===== config.mk =====
export PLATFORM = sky130hd
export DESIGN_NAME = display_scan_controller
export DESIGN_NICKNAME = d
export VERILOG_FILES = /design/src/rtl/display_pkg.sv /design/src/rtl/scan_dwell_counter.sv /design/src/rtl/display_scan_controller.sv
export SDC_FILE = /design/constraint.sdc
export NUM_CORES = 1
export LEC_CHECK = 0
export CORE_MARGIN = 4
export CORE_UTILIZATION = 61
export CTS_CLUSTER_DIAMETER = 100
export DETAILED_ROUTE_END_ITERATION = 6
export PLACE_DENSITY = 0.84
export SLEW_MARGIN = 30
export SYNTH_ARGS = -nofsm -noshare
export SYNTH_HDL_FRONTEND = slang
export SYNTH_SLANG_ARGS = --single-unit

===== constraint.sdc =====
create_clock -name clk -period 8.35 [get_ports clk]
set_clock_uncertainty 0.2 [all_clocks]
set_input_delay 2.0875 -clock clk [delete_from_list [all_inputs] [get_ports clk]]
set_output_delay 2.0875 -clock clk [all_outputs]
set_load 0.05 [all_outputs]

===== src/rtl/display_pkg.sv =====
// Shared definitions for the multiplexed 7-segment scan controller.
// Holds the scan FSM state type, the digit code width and the blanking code.
package display_pkg;

    localparam int DIGIT_W = 4;

    // Code 4'hF is the encoder's default input and produces a dark digit
    localparam logic [DIGIT_W-1:0] BLANK_CODE = 4'hF;

    typedef enum logic [1:0] {
        IDLE,
        PRESENT,
        SETTLE,
        SHOW
    } scan_state_t;

endpackage


===== src/rtl/scan_dwell_counter.sv =====
// Loadable down-counter that times how long one digit's anode stays lit.
// The zero flag marks the last cycle of the dwell window.
module scan_dwell_counter #(
    parameter int DWELL_W = 16
) (
    input  logic               clk,
    input  logic               reset,
    input  logic               i_load,
    input  logic [DWELL_W-1:0] i_load_value,
    input  logic               i_dec,
    output logic               o_zero
);

    logic [DWELL_W-1:0] r_count;

    // Load takes priority; otherwise count down and park at zero
    always_ff @(posedge clk or posedge reset) begin
        if (reset) begin
            r_count <= '0;
        end else if (i_load) begin
            r_count <= i_load_value;
        end else if (i_dec && (r_count != '0)) begin
            r_count <= r_count - 1'b1;
        end
    end

    assign o_zero = (r_count == '0);

endmodule


===== src/rtl/display_scan_controller.sv =====
// Time-multiplexes NUM_DIGITS BCD digits onto one shared 7-segment encoder.
// Each digit goes through PRESENT (code + ready strobe), SETTLE (anodes dark)
// and SHOW (anode lit for DWELL_CYCLES). New values arrive through a shadow
// register and are only moved to the display register at a frame start, so
// a frame never mixes old and new digits.
// Optional build macro DISPLAY_SCAN_LEADING_ZERO_BLANK_EN: blank leading zeros
// (every digit above digit 0) when the display register is refreshed.
module display_scan_controller
    import display_pkg::*;
#(
    parameter int NUM_DIGITS   = 4,
    parameter int DWELL_CYCLES = 50000
) (
    input  logic                          clk,
    input  logic                          reset,
    input  logic                          enable,
    input  logic                          load,
    input  logic [DIGIT_W*NUM_DIGITS-1:0] bcd_in,
    output logic                          load_ack,
    output logic                          busy,
    output logic [DIGIT_W-1:0]            code,
    output logic                          ready,
    output logic [NUM_DIGITS-1:0]         digit_en_n
);

    localparam int DWELL_W = $clog2(DWELL_CYCLES + 1);
    localparam int IDX_W   = $clog2(NUM_DIGITS);
    localparam logic [IDX_W-1:0]   LAST_IDX     = IDX_W'(NUM_DIGITS - 1);
    localparam logic [DWELL_W-1:0] DWELL_RELOAD = DWELL_W'(DWELL_CYCLES - 1);

    typedef logic [NUM_DIGITS-1:0][DIGIT_W-1:0] digits_t;

    // Blanks every zero digit that has only zeros above it; digit 0 always shows
    function automatic digits_t blankLeadingZeros(input digits_t value);
        digits_t result;
`ifdef DISPLAY_SCAN_LEADING_ZERO_BLANK_EN
        logic allZero;
        result  = value;
        allZero = 1'b1;
        for (int i = NUM_DIGITS - 1; i > 0; i--) begin
            if (value[i] != '0) begin
                allZero = 1'b0;
            end
            if (allZero) begin
                result[i] = BLANK_CODE;
            end
        end
`else
        result = value;
`endif
        return result;
    endfunction

    scan_state_t           r_state;
    logic [IDX_W-1:0]      r_idx;
    digits_t               r_display;
    digits_t               r_shadow;
    logic                  r_busy;
    logic                  r_load_ack;
    logic [DIGIT_W-1:0]    r_code;
    logic                  r_ready;
    logic [NUM_DIGITS-1:0] r_digit_en_n;

    logic                  w_dwell_zero;
    logic                  w_boundary;
    logic                  w_frame_start;
    logic                  w_copy;
    logic                  w_accept;
    logic [IDX_W-1:0]      w_next_idx;
    digits_t               w_next_display;

    // A frame starts when leaving IDLE or when the last digit's dwell ends with enable still high
    assign w_boundary     = (r_state == SHOW) && w_dwell_zero;
    assign w_frame_start  = ((r_state == IDLE) && enable) ||
                            (w_boundary && enable && (r_idx == LAST_IDX));
    assign w_copy         = w_frame_start && r_busy;
    assign w_accept       = load && !r_busy;
    assign w_next_display = w_copy ? blankLeadingZeros(r_shadow) : r_display;
    assign w_next_idx     = ((r_state == IDLE) || (r_idx == LAST_IDX)) ? '0 : r_idx + 1'b1;

    scan_dwell_counter #(
        .DWELL_W(DWELL_W)
    ) u_dwell (
        .clk         (clk),
        .reset       (reset),
        .i_load      (r_state == SETTLE),
        .i_load_value(DWELL_RELOAD),
        .i_dec       (r_state == SHOW),
        .o_zero      (w_dwell_zero)
    );

    // Scan FSM: sequences each digit and drives the registered encoder/anode outputs
    always_ff @(posedge clk or posedge reset) begin
        if (reset) begin
            r_state      <= IDLE;
            r_idx        <= '0;
            r_display    <= {NUM_DIGITS{BLANK_CODE}};
            r_code       <= BLANK_CODE;
            r_ready      <= 1'b0;
            r_digit_en_n <= '1;
        end else begin
            case (r_state)
                IDLE: begin
                    r_ready      <= 1'b0;
                    r_digit_en_n <= '1;
                    if (enable) begin
                        r_state   <= PRESENT;
                        r_idx     <= w_next_idx;
                        r_display <= w_next_display;
                        r_code    <= w_next_display[w_next_idx];
                        r_ready   <= 1'b1;
                    end
                end
                PRESENT: begin
                    r_ready <= 1'b0;
                    r_state <= SETTLE;
                end
                SETTLE: begin
                    r_digit_en_n <= ~(NUM_DIGITS'(1) << r_idx);
                    r_state      <= SHOW;
                end
                SHOW: begin
                    if (w_dwell_zero) begin
                        r_digit_en_n <= '1;
                        if (!enable) begin
                            r_state <= IDLE;
                        end else begin
                            r_state   <= PRESENT;
                            r_idx     <= w_next_idx;
                            r_display <= w_next_display;
                            r_code    <= w_next_display[w_next_idx];
                            r_ready   <= 1'b1;
                        end
                    end
                end
                default: begin
                    r_state <= IDLE;
                end
            endcase
        end
    end

    // Load handshake: accept into the shadow when idle, release busy once the frame copy happens
    always_ff @(posedge clk or posedge reset) begin
        if (reset) begin
            r_shadow   <= {NUM_DIGITS{BLANK_CODE}};
            r_busy     <= 1'b0;
            r_load_ack <= 1'b0;
        end else begin
            r_load_ack <= w_accept;
            if (w_accept) begin
                r_shadow <= bcd_in;
                r_busy   <= 1'b1;
            end else if (w_copy) begin
                r_busy <= 1'b0;
            end
        end
    end

    assign load_ack   = r_load_ack;
    assign busy       = r_busy;
    assign code       = r_code;
    assign ready      = r_ready;
    assign digit_en_n = r_digit_en_n;

endmodule

==> flow_summary.json, run 1 <==
{
  "synth_cells": 272,
  "core.rowCount": 25,
  "warning_count_from_the_yosys_run": 0,
  "route.met2.wl_microns": 2840,
  "vias_in_the_first_global_route": 2130,
  "worst_hold_margin_ns": 0.270,
  "num_vias": 2190,
  "ir_worst_vdd_mv": 0.226,
  "rsz0062_at_grt": "no",
  "worstHoldPathType": "reg -> reg",
  "cts_root_buffer": "clkbuf_8",
  "worst-endpoint-required_ns": 8.41,
  "detail_route.wirelength.met1_microns": 2900,
  "fp.dieArea_sq_um": 6380,
  "power.combinational.fraction_pct": 38.0,
  "grt_max_degree": 64,
  "placement.io_buffers": 30,
  "synth.cell_area_sq_um": 3150,
  "top_layer": "met4",
  "drive_gt1_share_pct": 30.3,
  "synth_cell_type_count": 50,
  "synth.yosys.seq_area_share_pct": 51.6,
  "synth-edff-count": 0,
  "drt-total-wl_microns": 6200,
  "finalHoldViolations": 0,
  "fin_total_pwr_mw": 1.42,
  "gpl.final_weighted_congestion": 0.829,
  "dp.final_hpwl_microns": 4180,
  "drv.max_cap_violation_count": 0,
  "io_pins": 31,
  "global_route_total_usage_across_every_layer_pct": 21.4,
  "max_slew.worst_pin.slew_ns": 0.915,
  "die_h_microns": 79.9,
  "drt_iter0_markers": 169,
  "timing.rr.start": "u_dwell.r_count[8]$_DFFE_PP0P_",
  "setup.worst_path.start_class": "input port",
  "reg2reg_slack_ns": 5.12,
  "wire_length_of_the_first_global_routing_pass_microns": 10400,
  "cell_depth_of_the_worst_min_delay_path": 2,
  "timing.final.crit_share_pct": 51.4,
  "critPathCaptureType": "register",
  "ff_latch_area_sq_um": 1630,
  "worst_r2r_path_depth": 5,
  "register_clock_pin_slew_on_the_reported_worst_setup_and_hold_paths_ns": 0.07,
  "critical_path.reg2reg.endpoint": "r_display[8]$_DFFE_PP1P_",
  "worst_skew_pair.late_latency_ns": 0.34,
  "timing.critical_path.fanout_max": 16,
  "multi_input_area_sq_um": 1410,
  "vias_per_cell": 5.86,
  "numCtsBuffers": 9,
  "pwr-share-clk_pct": 21.7,
  "cts_num_sinks": 63,
  "area_growth_syn_to_layout_pct": 17.9,
  "critical-path-max-stage-delay_ns": 0.69,
  "arrival_ns": 4.35,
  "wire_length_per_cell_microns": 16.6,
  "avgSynthCellArea_sq_um": 11.6,
  "seq_power_share_pct": 40.3,
  "placed_area_sq_um": 3470,
  "number_of_diodes_added_for_antenna_fixing": 0,
  "fill_cells": 330,
  "floorplan.initialDensity_pct": 65.0,
  "routed-wl-met3_microns": 360,
  "category_of_cells_accounting_for_the_largest_share_of_critical_path_delay": "simple AND/OR/NAND/NOR gates",
  "timing.slew.headroom_pct": 38.4,
  "globalRoute.totalOverflow": 0,
  "dieWidth_microns": 79.9,
  "antenna_violating_nets_post_route": 0,
  "final_net_count": 332,
  "leakagePower_nw": 1.43,
  "synth.net_count": 302,
  "layout.cell_area.non_filler_sq_um": 3710,
  "core_area_sq_um": 4850,
  "cts_max_level": 3,
  "netSwitchingPower_mw": 0.504,
  "worst_path_max_delay_cell": "clkdlybuf4s50_1",
  "ys_async_sr_fraction_pct": 100,
  "detail_route.drc_violations": 0,
  "critical_hold_path_startpoint": "code[1]$_DFFE_PP1P_",
  "max_clock_freq_mhz": 233,
  "cp_cell_instances": "clkdlybuf4s50_1, nand4_1, nand2_1, and2_1, mux2_2",
  "timing.setup.tns_ns": 0,
  "p_per_area_nw_per_um2": 383,
  "worst_path_class_setup": "in -> reg",
  "switching_share_pct": 35.4,
  "setup_viol_count_final": 0,
  "ctsResizeCount": 0,
  "first_pass_iteration_count_of_the_detailed_router": 5,
  "p_int_mw": 0.918,
  "ys.flop_type": "dfstp_2",
  "layout_common_cells": "40 x dfstp_2, 30 x clkdlybuf4s50_1, 25 x mux2_2",
  "timing.critical_path.buf_inv": 1,
  "count_of_hold_fix_buffers_inserted_at_cts": 0,
  "cts.repair_timing.setup_buffer_count": 0,
  "clock_tree_from_tritoncts": "built",
  "number_of_antenna_violations_at_the_first_check_in_global_routing": 0,
  "most_common_library_cell_in_the_layout_ignoring_fill_and_taps": "dfstp_2",
  "slew_viol_final": 0,
  "finalWorstPathRequiredPeriod_ns": 4.29,
  "holdPathEnd": "code[1]$_DFFE_PP1P_",
  "ys_ff_latch": 63,
  "cts_buffer_depth": 2,
  "status": "completed"
}
-- tightest hold or removal path, cell delays in order (launching register included) --
cell and delay [ns]:
dfstp_2 0.38, inv_1 0.04, a32oi_1 0.05
-- sequential cells by signal, indices dropped and copies added, names as in the netlist --
register and count:
code 4, load_ack 1, r_state 2, u_dwell.r_count 16
r_shadow 16, r_idx 2, digit_en_n 4, ready 1
r_display 16, busy 1
-- cell type report --
type	count	share of cell area [%]
Clock buffer	13	4.55
Clock inverter	3	1.75
Inverter	12	1.21
Multi-Input combinational cell	184	37.9
Sequential cell	63	43.8
Tap cell	67	2.26
Timing Repair Buffer	32	8.49
-- cells in the mapped netlist (2+ instances only) --
master,instances,area share [%]
dfrtp_1,23,18
a21oi_1,6,0.95
xnor2_1,4,1.1
inv_1,12,1.4
nand4_1,4,0.79
clkbuf_1,8,0.95
mux4_2,2,1.4
or2_2,2,0.40
mux2_2,25,8.9
o211ai_1,4,0.95
ha_1,10,4.0
and2_1,3,0.60
nand4b_1,2,0.56
dfstp_2,40,33
o21ai_0,11,1.7
mux2_1,8,2.9
or3_1,7,1.4
nor4_1,6,1.2
and3_1,2,0.40
nor3_1,6,0.95
nand2b_1,2,0.40
mux2i_1,3,0.95
nand2_1,14,1.7
buf_6,2,0.72
xor2_1,4,1.1
or4_1,6,1.4
nor2_1,17,2.0
a31oi_1,8,1.6
nand3_1,8,1.3
o31ai_1,3,0.72
-- cell families after synthesis --
logic type | after synthesis | share of synthesized area [%]
AO/OA/AOI/OAI | 44 | 9.58
XOR/XNOR | 8 | 2.22
adder cells (fa/ha/maj) | 10 | 3.97
buffers and inverters | 25 | 3.85
flip-flops | 63 | 51.6
multiplexers | 38 | 14.2
AND/OR/NAND/NOR | 84 | 14.5
-- power by group through the flow --
stage	Combinational (mW)	Clock (mW)	Sequential, mW
2_1_floorplan	0.355	0	0.618
3_3_place_gp	0.520	0	0.572
4_1_cts	0.542	0.310	0.574
3_5_place_dp	0.535	0	0.578
6_report	0.539	0.309	0.573
5_1_grt	0.589	0.326	0.589
-- worst max-delay path by stage --
stage | from | end | depth (start not counted)
6_report | enable | r_display[8]$_DFFE_PP1P_ | 5
3_5_place_dp | enable | r_display[10]$_DFFE_PP1P_ | 5
4_1_cts | enable | r_display[8]$_DFFE_PP1P_ | 5
3_3_place_gp | enable | r_display[12]$_DFFE_PP1P_ | 5
2_1_floorplan | reset | busy$_DFFE_PP0P_ | 1
5_1_grt | enable | r_display[10]$_DFFE_PP1P_ | 5
-- stage by stage --
stage                     setup slack [ns]  util, %  cells
after floorplan                       4.56        -    272
after CTS                             4.10     76.4    374
after detailed placement              3.78     71.6    358
after global routing                  3.90     76.6    374
after global placement                3.83     71.6    358
final                                 4.06     76.6    374
-- metal layers --
layer,track usage (%),vias up
li1,-,1047
met1,30.6,1066
met2,32.1,69
met3,4.63,8
met4,8.11,0
met5,0,-
(Power assumes the default switching activity.)
==> inputs of run 2 (changes only) <==
--- a/config.mk
+++ b/config.mk
@@ -6,10 +6,10 @@
 export NUM_CORES = 1
 export LEC_CHECK = 0
 export CORE_MARGIN = 4
-export CORE_UTILIZATION = 61
+export CORE_UTILIZATION = 57
 export CTS_CLUSTER_DIAMETER = 100
 export DETAILED_ROUTE_END_ITERATION = 6
-export PLACE_DENSITY = 0.84
+export PLACE_DENSITY = 0.8
 export SLEW_MARGIN = 30
 export SYNTH_ARGS = -nofsm -noshare
 export SYNTH_HDL_FRONTEND = slang
==> constraint.sdc (replaced) <==
create_clock -name clk -period 4 [get_ports clk]
set_clock_uncertainty 0.2 [all_clocks]
set_input_delay 1 -clock clk [delete_from_list [all_inputs] [get_ports clk]]
set_output_delay 1 -clock clk [all_outputs]
set_load 0.05 [all_outputs]
==> run 2 against run 1 <==
  * Register-to-register slack got worse by 4.2 ns
  * Cell count increased by 1.3%
  * Design area increased by 0.37%
==> flow_summary.json, run 2 (synthesis gave the netlist of run 1 again) <==
{
  "status": "completed",
  "pwr-share-clk_pct": 20.9,
  "register_clock_pin_slew_on_the_reported_worst_setup_and_hold_paths_ns": 0.07,
  "layout_common_cells": "40 x dfstp_2, 30 x clkdlybuf4s50_1, 25 x mux2_2",
  "global_route_total_usage_across_every_layer_pct": 21.0,
  "placement.io_buffers": 30,
  "setup_viol_count_final": 0,
  "area_growth_syn_to_layout_pct": 18.3,
  "die_h_microns": 82.3,
  "most_common_library_cell_in_the_layout_ignoring_fill_and_taps": "dfstp_2",
  "grt_max_degree": 39,
  "antenna_violating_nets_post_route": 0,
  "number_of_diodes_added_for_antenna_fixing": 0,
  "critical_hold_path_startpoint": "code[1]$_DFFE_PP1P_",
  "timing.setup.tns_ns": 0,
  "p_int_mw": 1.90,
  "globalRoute.totalOverflow": 0,
  "max_slew.worst_pin.slew_ns": 0.931,
  "reg2reg_slack_ns": 0.96,
  "dp.final_hpwl_microns": 4260,
  "wire_length_of_the_first_global_routing_pass_microns": 10600,
  "setup.worst_path.start_class": "register",
  "cts_buffer_depth": 2,
  "power.combinational.fraction_pct": 38.3,
  "fill_cells": 381,
  "slew_viol_final": 0,
  "p_per_area_nw_per_um2": 789,
  "finalWorstPathRequiredPeriod_ns": 3.04,
  "drv.max_cap_violation_count": 0,
  "timing.rr.start": "u_dwell.r_count[8]$_DFFE_PP0P_",
  "timing.final.crit_share_pct": 76.0,
  "ctsResizeCount": 0,
  "number_of_antenna_violations_at_the_first_check_in_global_routing": 0,
  "cts_num_sinks": 63,
  "dieWidth_microns": 82.3,
  "numCtsBuffers": 9,
  "wire_length_per_cell_microns": 16.5,
  "ir_worst_vdd_mv": 0.472,
  "worst_r2r_path_depth": 5,
  "detail_route.drc_violations": 0,
  "fp.dieArea_sq_um": 6780,
  "cell_depth_of_the_worst_min_delay_path": 2,
  "first_pass_iteration_count_of_the_detailed_router": 6,
  "critPathCaptureType": "register",
  "cts_max_level": 3,
  "core_area_sq_um": 5240,
  "floorplan.initialDensity_pct": 60.1,
  "layout_setup_ws_ns": 0.960,
  "timing.critical_path.fanout_max": 12,
  "leakagePower_nw": 1.44,
  "num_vias": 2235,
  "layout.cell_area.non_filler_sq_um": 3730,
  "gpl.final_weighted_congestion": 0.851,
  "vias_per_cell": 5.90,
  "placed_area_sq_um": 3490,
  "final_net_count": 334,
  "arrival_ns": 3.10,
  "worst_case_setup_slack_after_placement_ns": 0.817,
  "worstHoldPathType": "reg -> reg",
  "vias_in_the_first_global_route": 2146,
  "cts.repair_timing.setup_buffer_count": 0,
  "drive_gt1_share_pct": 30.7,
  "netSwitchingPower_mw": 1.05,
  "cts_root_buffer": "clkbuf_8",
  "core.rowCount": 26,
  "rsz0062_at_grt": "no",
  "reg_top3": "r_display (16), r_shadow (16), u_dwell.r_count (16)",
  "worst-endpoint-required_ns": 4.06,
  "finalHoldViolations": 0,
  "count_of_hold_fix_buffers_inserted_at_cts": 0,
  "worst_skew_pair.late_latency_ns": 0.35,
  "max_clock_freq_mhz": 329,
  "clock_tree_from_tritoncts": "built",
  "critical_path.reg2reg.endpoint": "code[0]$_DFFE_PP1P_",
  "holdPathEnd": "code[1]$_DFFE_PP1P_",
  "switching_share_pct": 35.5,
  "seq_power_share_pct": 40.8,
  "drt_iter0_markers": 194,
  "worst_path_class_setup": "reg -> reg",
  "timing.slew.headroom_pct": 37.3,
  "io_pins": 31,
  "drt-total-wl_microns": 6240
}
==> run 2: changes by cell type in the layout (fill, tap and decap cells not counted), sizes merged <==
cell,delta
clkbuf,+1
buf,+2
bufinv,-1
==> run 2: per-stage QoR <==
stage | total power, mW | hold slack [ns] | utilization [%] | cells
4_1_cts | 2.95 | 0.272 | 71.0 | 379
6_report | 2.94 | 0.270 | 71.1 | 379
5_1_grt | 3.13 | 0.293 | 71.1 | 379
3_3_place_gp | 2.29 | 0.256 | 66.7 | 363
3_5_place_dp | 2.32 | 0.265 | 66.7 | 363
2_1_floorplan | 2.03 | 0.299 | - | 272
==> run 2: cell type report <==
| type | count | area [sq um] | area share [%] |
|---|---|---|---|
| Timing Repair Buffer | 34 | 330 | 8.87 |
| Clock inverter | 2 | 35.0 | 0.940 |
| Clock buffer | 14 | 194 | 5.20 |
| Sequential cell | 63 | 1630 | 43.7 |
| Multi-Input combinational cell | 184 | 1410 | 37.8 |
| Inverter | 12 | 45.0 | 1.21 |
| Tap cell | 70 | 87.6 | 2.35 |
==> run 2: worst max-delay path, cell delays in order (launching register included) <==
cell and delay [ns]:
dfrtp_1 0.39, or4_1 0.66, nor4_1 0.75, a31oi_2 0.38, o41a_1 0.51, o31ai_1 0.07
==> run 2: how the worst max path moves through the flow <==
stage	start	to	slack, ns	cells past startpoint
after floorplan	reset	busy$_DFFE_PP0P_	1.30	1
after global placement	enable	r_display[2]$_DFFE_PP1P_	0.84	6
after detailed placement	enable	r_display[1]$_DFFE_PP1P_	0.82	6
after CTS	u_dwell.r_count[8]$_DFFE_PP0P_	code[0]$_DFFE_PP1P_	0.90	5
after global routing	u_dwell.r_count[8]$_DFFE_PP0P_	code[0]$_DFFE_PP1P_	0.88	5
final	u_dwell.r_count[8]$_DFFE_PP0P_	code[0]$_DFFE_PP1P_	0.96	5
==> run 2: layer usage <==
layer  vias up  GRT usage, %  wire [microns]
met5         -             0               0
met4         0          7.97              82
met3         8          6.72             336
met2        73          33.0            3020
met1      1099          27.0            2810
li1       1055             -               -
==> run 2: power by group through the flow <==
stage | Combinational, mW | Sequential (mW) | Clock, mW
after floorplan | 0.741 | 1.29 | 0
after global placement | 1.09 | 1.19 | 0
after detailed placement | 1.12 | 1.20 | 0
after CTS | 1.13 | 1.20 | 0.627
after global routing | 1.24 | 1.24 | 0.658
final | 1.13 | 1.20 | 0.614
==> inputs of run 3 (changes only) <==
==> constraint.sdc (replaced) <==
create_clock -name clk -period 3.1 [get_ports clk]
set_clock_uncertainty 0.2 [all_clocks]
set_input_delay 0.775 -clock clk [delete_from_list [all_inputs] [get_ports clk]]
set_output_delay 0.775 -clock clk [all_outputs]
set_load 0.05 [all_outputs]
==> run 3 against run 2 <==
  * Die area is the same
  * Global-route usage rose by 0.60 points
  * Worst hold slack worse by 0.0011 ns
  * Total power up 26%
  * Clock power up 8.3%
  * Via count up 0.63%
  * Routed wire length up 0.77%
  * Flip-flop and latch count is the same
  * Non-clock buffer count is 7 higher
  * Design area up 0.74%
  * Combinational power grew 33%
  * Critical endpoint is now r_display[8]$_DFFE_PP1P_
==> flow_summary.json, run 3 (synthesis gave the netlist of run 1 again) <==
{
  "ff_latch_area_sq_um": 1630,
  "setup.worst_path.start_class": "register",
  "timing.final.crit_share_pct": 91.1,
  "multi_input_area_sq_um": 1400,
  "number_of_diodes_added_for_antenna_fixing": 0,
  "io_pins": 31,
  "arrival_ns": 2.89,
  "final_net_count": 341,
  "detail_route.drc_violations": 0,
  "ctsResizeCount": 0,
  "status": "completed",
  "finalHoldViolations": 0,
  "setup_viol_count_final": 0,
  "met3_usage_pct": 6.51,
  "register_clock_pin_slew_on_the_reported_worst_setup_and_hold_paths_ns": 0.07,
  "core.rowCount": 26,
  "clock_tree_from_tritoncts": "built",
  "dp.final_hpwl_microns": 4400,
  "area_growth_syn_to_layout_pct": 19.2,
  "cts_root_buffer": "clkbuf_8",
  "worst_path_class_setup": "reg -> reg",
  "globalRoute.totalOverflow": 0,
  "max_clock_freq_mhz": 354,
  "layout_common_cells": "40 x dfstp_2, 30 x clkdlybuf4s50_1, 25 x mux2_2",
  "numCtsBuffers": 9,
  "rsz0062_at_grt": "no",
  "final_core_util_pct": 71.7,
  "placement.io_buffers": 30,
  "timing.critical_path.fanout_max": 16,
  "worst_skew_pair.late_latency_ns": 0.34,
  "num_vias": 2249,
  "drt-total-wl_microns": 6290,
  "reg2reg_slack_ns": 0.28,
  "worst-endpoint-required_ns": 3.17,
  "reg_top3": "r_display (16), r_shadow (16), u_dwell.r_count (16)",
  "number_of_antenna_violations_at_the_first_check_in_global_routing": 0,
  "finalWorstPathRequiredPeriod_ns": 2.82,
  "global_route_total_usage_across_every_layer_pct": 21.6,
  "core_area_sq_um": 5240,
  "timing.slew.headroom_pct": 51.2,
  "worst_hold_margin_ns": 0.269,
  "globalRouteMet2Util_pct": 33.6,
  "vias_in_the_first_global_route": 2252,
  "p_per_area_nw_per_um2": 987,
  "cts_buffer_depth": 2,
  "placed_area_sq_um": 3570,
  "drive_gt1_share_pct": 31.3,
  "antenna_violating_nets_post_route": 0,
  "fp.dieArea_sq_um": 6780,
  "count_of_hold_fix_buffers_inserted_at_cts": 0,
  "grt_use_met1_pct": 27.1,
  "timing.setup.tns_ns": 0,
  "vias_per_cell": 5.83,
  "fin_total_pwr_mw": 3.71,
  "die_h_microns": 82.3,
  "floorplan.initialDensity_pct": 60.1,
  "wire_length_of_the_first_global_routing_pass_microns": 10600,
  "max_slew.worst_pin.slew_ns": 0.729,
  "layout.cell_area.non_filler_sq_um": 3750,
  "first_pass_iteration_count_of_the_detailed_router": 4,
  "drv.max_cap_violation_count": 0,
  "worstHoldPathType": "reg -> reg",
  "cts_num_sinks": 63,
  "gpl.final_weighted_congestion": 0.860,
  "ir_worst_vdd_mv": 0.624,
  "grt_max_degree": 64,
  "wire_length_per_cell_microns": 16.3,
  "cts.repair_timing.setup_buffer_count": 0,
  "cts_max_level": 3,
  "leakagePower_nw": 1.46,
  "most_common_library_cell_in_the_layout_ignoring_fill_and_taps": "dfstp_2",
  "routing_layer_with_the_top_usage_in_global_route": "met2",
  "critPathCaptureType": "register",
  "fill_cells": 394,
  "drt_iter0_markers": 147,
  "dieWidth_microns": 82.3,
  "slew_viol_final": 0
}
[run 3: changes by cell type in the layout (fill, tap and decap cells not counted), sizes merged]
cell,before,now
inv,12,13
buf,4,11
bufinv,1,0
[run 3: layer usage]
| metal | share of wire (%) | vias to the layer above |
|---|---|---|
| li1 | - | 1062 |
| met1 | 45 | 1116 |
| met2 | 48 | 55 |
| met3 | 5.0 | 16 |
| met4 | 2.3 | 0 |
| met5 | 0 | - |
[run 3: area by class of cell]
class                           instances  area share (%)
Inverter                               12            1.20
Clock buffer                           14            4.63
Multi-Input combinational cell        184            37.3
Timing Repair Buffer                   41            10.9
Clock inverter                          2           0.300
Tap cell                               70            2.33
Sequential cell                        63            43.3
[run 3: through the flow]
stage               std cells  worst slack (ns)
global placement          370             0.246
CTS                       386             0.280
global route              386             0.188
floorplan                 272             0.459
finish                    386             0.276
detailed placement        370             0.168
[run 3: where the power goes]
group,leakage (nW),total [mW],switching [mW],internal (mW)
clock network,0.0961,0.665,0.305,0.361
registers,0.684,1.54,0.230,1.31
logic,0.677,1.50,0.823,0.672
total,1.46,3.71,1.36,2.35
[run 3: worst max-delay path: stages (launching register included)]
cell	delay [ns]
dfrtp_1	0.40
or4_1	0.65
or4_4	0.67
nand2_4	0.14
and2_1	0.17
buf_12	0.16
mux2_2	0.35
[run 3: final timing paths]
path / start / end / depth (start not counted)
min in group asynchronous: reset / u_dwell.r_count[13]$_DFFE_PP0P_ / 3
setup / recovery: u_dwell.r_count[8]$_DFFE_PP0P_ / r_display[8]$_DFFE_PP1P_ / 6
setup reg to reg: u_dwell.r_count[8]$_DFFE_PP0P_ / r_display[8]$_DFFE_PP1P_ / 6
hold / removal: code[1]$_DFFE_PP1P_ / code[1]$_DFFE_PP1P_ / 2
hold reg to reg: code[1]$_DFFE_PP1P_ / code[1]$_DFFE_PP1P_ / 2
max in group asynchronous: reset / r_display[1]$_DFFE_PP1P_ / 3
